File: src/rtl/iob_ram_tiled_bist.sv
// ---------------------------------------------------------------------------
// iob_ram_tiled_bist
//
// March-style built-in self test for a single-port synchronous RAM.
// One run covers all N = 2**ADDR_W words in three phases:
//   WR0      : ascending, write PATTERN to every word.
//   RD1 pair : ascending, read and expect PATTERN, then write ~PATTERN to
//              the same word in the following cycle.
//   RD2 pair : descending, read and expect ~PATTERN (no write).
// A run therefore occupies 5N busy cycles, followed by a one-cycle done pulse.
//
// Ports
//   clk        in   single clock, all state changes on the rising edge
//   rst        in   synchronous, active-high reset (wins over start)
//   start      in   one-cycle run request, honoured only in IDLE
//   w_en       out  RAM write enable
//   r_en       out  RAM read enable (never together with w_en)
//   addr       out  RAM shared read/write address
//   w_data     out  RAM write data
//   r_data     in   RAM read data, valid the cycle after an r_en cycle
//   busy       out  high for the 5N cycles of a run
//   done       out  one-cycle pulse right after the last compare
//   pass       out  result of the last completed run (no mismatches)
//   err_cnt    out  saturating mismatch count for the current/last run
//   fail_addr  out  address of the first mismatch of the current/last run
//
// Every output is driven straight from a register.
// ---------------------------------------------------------------------------
module iob_ram_tiled_bist #(
  parameter int unsigned       DATA_W  = 32,
  parameter int unsigned       ADDR_W  = 13,
  // Alternating 1010... background with the MSB set, for any DATA_W.
  parameter logic [DATA_W-1:0] PATTERN = DATA_W'({DATA_W{2'b10}} >> (DATA_W % 2)),
  parameter int unsigned       ERR_W   = 16
) (
  input  logic              clk,
  input  logic              rst,
  input  logic              start,
  output logic              w_en,
  output logic              r_en,
  output logic [ADDR_W-1:0] addr,
  output logic [DATA_W-1:0] w_data,
  input  logic [DATA_W-1:0] r_data,
  output logic              busy,
  output logic              done,
  output logic              pass,
  output logic [ERR_W-1:0]  err_cnt,
  output logic [ADDR_W-1:0] fail_addr
);

  typedef enum logic [2:0] {
    IDLE    = 3'd0,
    WR0     = 3'd1,
    RD1_REQ = 3'd2,
    RD1_CHK = 3'd3,
    RD2_REQ = 3'd4,
    RD2_CHK = 3'd5,
    DONE    = 3'd6
  } state_t;

  localparam logic [ADDR_W-1:0] ADDR_LAST = '1;
  localparam logic [ERR_W-1:0]  ERR_MAX   = '1;

  state_t              state_q, state_d;
  logic                w_en_q, w_en_d;
  logic                r_en_q, r_en_d;
  logic [ADDR_W-1:0]   addr_q, addr_d;
  logic [DATA_W-1:0]   w_data_q, w_data_d;
  logic                busy_q, busy_d;
  logic                done_q, done_d;
  logic                pass_q, pass_d;
  logic [ERR_W-1:0]    err_q, err_d;
  logic [ADDR_W-1:0]   fail_q, fail_d;
  logic                mismatch;

  // Next-state logic. The RAM-side controls are computed one cycle ahead so
  // that the registered outputs line up with the state the FSM enters.
  always_comb begin
    state_d  = state_q;
    w_en_d   = 1'b0;
    r_en_d   = 1'b0;
    addr_d   = addr_q;
    w_data_d = w_data_q;
    busy_d   = busy_q;
    done_d   = 1'b0;
    pass_d   = pass_q;
    err_d    = err_q;
    fail_d   = fail_q;
    mismatch = 1'b0;

    case (state_q)
      IDLE: begin
        if (start) begin
          state_d  = WR0;
          w_en_d   = 1'b1;
          addr_d   = '0;
          w_data_d = PATTERN;
          busy_d   = 1'b1;
          pass_d   = 1'b0;
          err_d    = '0;
          fail_d   = '0;
        end
      end

      WR0: begin
        if (addr_q == ADDR_LAST) begin
          state_d = RD1_REQ;
          r_en_d  = 1'b1;
          addr_d  = '0;
        end else begin
          w_en_d = 1'b1;
          addr_d = addr_q + 1'b1;
        end
      end

      // The read-back write goes out in the check cycle at the same address.
      RD1_REQ: begin
        state_d  = RD1_CHK;
        w_en_d   = 1'b1;
        w_data_d = ~PATTERN;
      end

      RD1_CHK: begin
        mismatch = (r_data != PATTERN);
        r_en_d   = 1'b1;
        if (addr_q == ADDR_LAST) begin
          // Phase 3 starts at the top address, so addr is left as is.
          state_d = RD2_REQ;
        end else begin
          state_d = RD1_REQ;
          addr_d  = addr_q + 1'b1;
        end
      end

      RD2_REQ: begin
        state_d = RD2_CHK;
      end

      RD2_CHK: begin
        mismatch = (r_data != ~PATTERN);
        if (addr_q == '0) begin
          state_d = DONE;
          busy_d  = 1'b0;
          done_d  = 1'b1;
          // Include the compare happening in this very cycle.
          pass_d  = (err_q == '0) && !mismatch;
        end else begin
          state_d = RD2_REQ;
          r_en_d  = 1'b1;
          addr_d  = addr_q - 1'b1;
        end
      end

      DONE: begin
        state_d = IDLE;
      end

      default: begin
        state_d = IDLE;
        busy_d  = 1'b0;
      end
    endcase

    // err_q is still zero exactly when this is the first mismatch of the
    // run, since the counter saturates instead of wrapping back to zero.
    if (mismatch) begin
      if (err_q != ERR_MAX) begin
        err_d = err_q + 1'b1;
      end
      if (err_q == '0) begin
        fail_d = addr_q;
      end
    end
  end

  always_ff @(posedge clk) begin
    if (rst) begin
      state_q  <= IDLE;
      w_en_q   <= 1'b0;
      r_en_q   <= 1'b0;
      addr_q   <= '0;
      w_data_q <= '0;
      busy_q   <= 1'b0;
      done_q   <= 1'b0;
      pass_q   <= 1'b0;
      err_q    <= '0;
      fail_q   <= '0;
    end else begin
      state_q  <= state_d;
      w_en_q   <= w_en_d;
      r_en_q   <= r_en_d;
      addr_q   <= addr_d;
      w_data_q <= w_data_d;
      busy_q   <= busy_d;
      done_q   <= done_d;
      pass_q   <= pass_d;
      err_q    <= err_d;
      fail_q   <= fail_d;
    end
  end

  assign w_en      = w_en_q;
  assign r_en      = r_en_q;
  assign addr      = addr_q;
  assign w_data    = w_data_q;
  assign busy      = busy_q;
  assign done      = done_q;
  assign pass      = pass_q;
  assign err_cnt   = err_q;
  assign fail_addr = fail_q;

endmodule

File: config.mk
export PLATFORM = sky130hd
export DESIGN_NAME = iob_ram_tiled_bist
export DESIGN_NICKNAME = d
export VERILOG_FILES = /design/src/rtl/iob_ram_tiled_bist.sv
export SDC_FILE = /design/constraint.sdc
export NUM_CORES = 1
export LEC_CHECK = 0
export BUFFER_PORTS_ARGS = -buffer_cell sky130_fd_sc_hd__buf_2
export CORE_UTILIZATION = 55
export CTS_CLUSTER_DIAMETER = 150
export DETAILED_ROUTE_END_ITERATION = 6
export GPL_TIMING_DRIVEN = 0
export MAX_ROUTING_LAYER = met4
export PLACE_DENSITY = 0.87
export SLEW_MARGIN = 25
export SYNTH_ARGS = -nofsm -noshare
export SYNTH_HDL_FRONTEND = slang
export SYNTH_SLANG_ARGS = --single-unit
File: constraint.sdc
create_clock -name clk -period 4.4 [get_ports clk]
set_input_delay 0.88 -clock clk [delete_from_list [all_inputs] [get_ports clk]]
set_output_delay 0.88 -clock clk [all_outputs]
set_load 0.005 [all_outputs]
======== Word-level counts from Yosys, hierarchy flattened ========
Index checks and enable logic that the tools add are counted.
word-level totals
  output and inout port bits .............. 79
  register bits after elaboration ......... 82
  input bits .............................. 35
cells by class
  equality and inequality tests ........... 15
  muxes and demuxes ....................... 34
  bitwise operators ....................... 2
  reductions and logical operators ........ 15
  add/sub/neg operators ................... 3
operators by type and width
  operator                                                  number
  two-way mux 13 bit                                        8
  two-way mux 16 bit                                        4
  case mux 32 bit (2 select lines)                          1
  case mux 13 bit (4 select lines)                          1
  two-way mux 32 bit                                        1
  inequality test 32 x 31 -> 1 bit (second input constant)  1
  inequality test 32 bit (second input constant)            1
  case mux 3 bit (6 select lines)                           1
  adder 16 x 1 -> 16 bit (second input constant)            1
  zero test 16 bit                                          1
  inequality test 16 bit (second input constant)            1
  adder 13 x 1 -> 13 bit (second input constant)            1
  == test 13 bit (second input constant)                    1
  zero test 13 bit                                          1
  subtractor 13 x 1 -> 13 bit (second input constant)       1
  inequality test 2 bit (second input constant)             5
  == test 3 bit (second input constant)                     3
  two-way mux 1 bit                                         9
  two-way mux 3 bit                                         3
  case mux 1 bit (3 select lines)                           3
  == test 3 x 2 -> 1 bit (second input constant)            2
  AND reduction 3 bit                                       2
  OR reduction 5 bit                                        1
  case mux 1 bit (2 select lines)                           2
  other kinds (11)                                          14

======== Depth between registers and ports, before layout ========
  word-level depth ........................ 5
  mapped depth ............................ 9
  mapped depth without buffers ............ 8

======== Worst setup path before layout ========
No wires, ideal clock.
  kind .................................... input to register
  start point ............................. input r_data[24]
  end point ............................... register fail_q[9], in the netlist fail_addr[9]
  data required time ...................... 4330 ps
  path buffers ............................ 1
  stages .................................. 7
  path slack .............................. 1923 ps
  library setup time ...................... 70 ps
  arrival time ............................ 2407 ps
  cells stage by stage .................... nor4bb_1 nand4_1 o211ai_1 a21oi_2 buf_2 or3b_2 a21oi_1
on the way
  word-level cells in the longest chain between the ends .. 3
ends and longest elaborated chain
  element                                                                            RTL line  RTL
  start: declaration                                                                 43        input logic [DATA_W-1:0] r_data,
  inequality test 32 x 31 -> 1 bit / inequality test 32 bit (equally long branches)  140, 124
  case mux 1 bit (2 select lines) *                                                  91        case (state_q)
  two-way mux 13 bit *                                                               166       if (mismatch) begin
  end signal: assignment                                                             198       fail_q <= fail_d;
  end: declaration                                                                   73        logic [ADDR_W-1:0] fail_q, fail_d;
Mark *: on every way between the ends. The rest lies on a longest branch, timed or not.
A chain may end at the register's enable or synchronous reset.

======== Worst setup path in the final report ========
  start point ............................. register addr_q[1], in the netlist addr[1]
  end point ............................... register addr_q[0], in the netlist addr[0]
on the way
  word-level cells in the longest chain between the ends .. 3
ends and longest elaborated chain
  element                                                                         RTL line       RTL
  start: declaration                                                              67             logic [ADDR_W-1:0] addr_q, addr_d;
  start signal: assignment                                                        192            addr_q <= addr_d;
  == test 13 bit / zero test 13 bit (equally long branches)                       106, 126, 141
  two-way mux 13 bit / inequality test 2 bit (equally long branches)              -
  case mux 13 bit (4 select lines) / AND reduction 4 bit (equally long branches)  -
Several ways; a longest one is shown, not always the timed one.

==> metrics.txt <==
Hold Violations, Final 0; area delta synth->final 23.1%; highest clock rate 369 MHz; metal2 WL 4.24 mm; CP required 4.67 ns; crit path DAT 2.98 ns; post-synthesis cell count around 400; floorplan row count 27; Worst Slack Setup Final 1.69 ns; GPL Wtd Cong 0.917; Crit Path Max Fanout 10; first-pass GRT wire length 14.5 mm; Slew HR 45.8%; max cap viols 0; Post-DP HPWL roughly 6.7 mm; Seq/Total Area, Yosys 31.4%; CP Class flip-flop to flip-flop; Avg Cell Area, Syn 8.25 um^2; # nets final 561; clock share of power a little over a third; Vias/cell 5.97; minimum clock period between 2 and 3 ns; number of library cell types mapped by synthesis between 60 and 70; DR WL met3 723 um; CTS max path bufs 2; cts hold-fix bufs 0; vias post-DR 3553; clock slew at reported path FFs 0.11 ns; synth warn 0; Post-CTS Setup Repair Bufs 0; syn nets approximately 440; maximum vdd ir drop 0.175 mV; antenna cells 0; initial DRC count 238; switching share of power around 25%; share of cells above drive strength 1 35.2%; worst hold path type flip-flop to flip-flop; Mapped Area 0.00332 mm^2; WHS Path Cells 2; CTS sink count 52; worst-margin pin slew 0.808 ns; Psw 0.230 mW; Root Buffer clkbuf_8; number of synthesized register bits 52; Port Buffers around 110; RSZ-0062 raised after global routing no; Die H 79.7 um; Startpoint Class flip-flop; top routing layer used met4; hold path start pass$_SDFFE_PP0P_; status completed; path depth of the worst reg2reg path 8; Pwr per Cell Area 227 mW/mm^2; GRT overflow 0; fin crit share 61.6%; Async SR Flop Fraction 0%; EDFF count, synth 0; largest net degree at the start of global routing 18; # DRC 0; sequential power share around half; final WL 8.95 mm; setup TNS 0 ns; Synth Flop Type dfxtp_1; clock skew 0.0145 ns; H-tree depth 2; Comb pwr share between 10% and 20%; CTS buffer count 5; Clk Latency, worst-skew pair 0.32 ns; final antenna-violating net count 0; die area about 0.0063 mm^2; RR Endpoint addr[0]$_SDFFE_PP0P_; top post-synthesis cells by area dfxtp_1, buf_4, nor4bb_1; antenna violations before repair 0; Power, Total 0.926 mW; CP Capture Type flip-flop; total I/O pin count 114; fin area 0.00408 mm^2; TritonCTS clock tree yes; Die X 79.7 um; fillcell total 472; DP Area 0.00397 mm^2; pre-CTS setup slack 1.53 ns; top cell type's share of synthesized area 31.4%; GRT Total Usage 29.4%; Internal 0.696 mW; DR pass1 iterations 7; Core Region 0.00568 mm^2; PostCTS Resize Cnt 0; Slew Limit Fails 0; vias in the first global route 3126; Initial Util 58.4%; FF-to-FF Start addr[1]$_SDFFE_PP0P_; Worst Hold Endpoint pass$_SDFFE_PP0P_; Leak approximately 1.9 nW; Setup Viol. Count Final 0; wire per inst 15.0 um; Met1 Wirelength 3.78 mm; cell taking the most area after synthesis dfxtp_1; R2R Setup Slk 1.69 ns
[sequential cells by signal, summed over array words and instances (netlist names), 2 cells and up]
signal and flops:
w_data 2, fail_addr 13, addr 13, state_q 3, err_cnt 16
[cell type report]
class | instances | area [um^2] | area share (%)
plain buffers | 57 | 352 | 8.61
flip-flops and latches | 52 | 1040 | 25.5
clock buffers | 5 | 68.8 | 1.69
clock inverters | 3 | 42.5 | 1.04
inverters | 8 | 30.0 | 0.735
well taps | 72 | 90.1 | 2.21
repair buffers | 113 | 566 | 13.8
multi-input cells | 285 | 1890 | 46.4
[through the flow]
stage	hold WS [ns]	util, %	instances
4_1_cts	0.482	72.0	595
5_1_grt	0.508	72.0	595
3_5_place_dp	0.468	70.0	587
3_3_place_gp	0.458	70.0	587
2_1_floorplan	0.469	-	402
6_report	0.482	72.0	595
[critical path, cell delays in order, from the launching register on]
cell and delay [ns]:
dfxtp_1 0.50, ha_1 0.25, and3_1 0.26, and4_1 0.31, nand2b_1 0.14, a211oi_1 0.41, a21boi_1 0.31, buf_2 0.29
mux2_2 0.19
[logic make-up (layout without fill, tap and decap cells)]
group	after synthesis	in the layout	share of synthesized area (%)
compound gates	95	95	21.3
mux	2	2	0.641
simple gates	176	176	31.5
flops	52	52	31.4
fa+ha+maj	4	4	1.51
xor+xnor	8	8	2.11
buf+inv	65	186	11.5
[power by group through the flow]
stage / sequential [mW] / clock, mW / combinational [mW]
after global placement: 0.491 / 0 / 0.104
after detailed placement: 0.491 / 0 / 0.106
after global routing: 0.481 / 0.361 / 0.118
after floorplan: 0.490 / 0 / 0.0617
final: 0.480 / 0.338 / 0.108
after CTS: 0.480 / 0.338 / 0.107
[cells in the final DEF (no fill, tap or decap), types with 11 or more instances in the layout]
master,instances
and3_1,12
nor2_1,30
a221o_1,12
nand2_1,31
buf_4,30
a21oi_1,22
nand4_1,11
dfxtp_1,52
buf_2,127
nor4bb_1,16
clkbuf_1,11
nand3_1,15
[layer usage]
metal,global-route usage [%],vias to the layer above
li1,-,1727
met1,35.5,1618
met2,46.9,177
met3,6.40,31
met4,12.7,0
met5,-,-
[how the worst max path moves through the flow]
stage                         endpoint            startpoint  slack [ns]
2_1_floorplan  fail_addr[9]$_SDFF_PP0_            r_data[24]        1.92
4_1_cts           addr[0]$_SDFFE_PP0P_  addr[1]$_SDFFE_PP0P_        1.80
5_1_grt        fail_addr[9]$_SDFF_PP0_            r_data[20]        1.61
3_5_place_dp     err_cnt[3]$_SDFF_PP0_            r_data[20]        1.53
6_report          addr[0]$_SDFFE_PP0P_  addr[1]$_SDFFE_PP0P_        1.69
3_3_place_gp   fail_addr[9]$_SDFF_PP0_            r_data[20]        1.52
[Yosys cell counts (4+ instances only)]
library cell  number
buf_2             14
nand3_1           15
a21oi_1           22
or3_1              6
inv_1              8
a32o_1             6
a221o_1           12
nor3_1             9
nand2b_1           6
nor2b_1            4
a22o_1             4
nor4_1             6
a211oi_1           4
nor2_1            30
o221ai_1           5
dfxtp_1           52
or3b_1             5
clkbuf_1          11
buf_4             30
nand4_1           11
o21ai_0            9
or3b_2             8
nand2_1           31
xor2_1             4
ha_1               4
and3_1            12
xnor2_1            4
nor4bb_1          16
No activity file was read; power rests on OpenSTA's default activity.
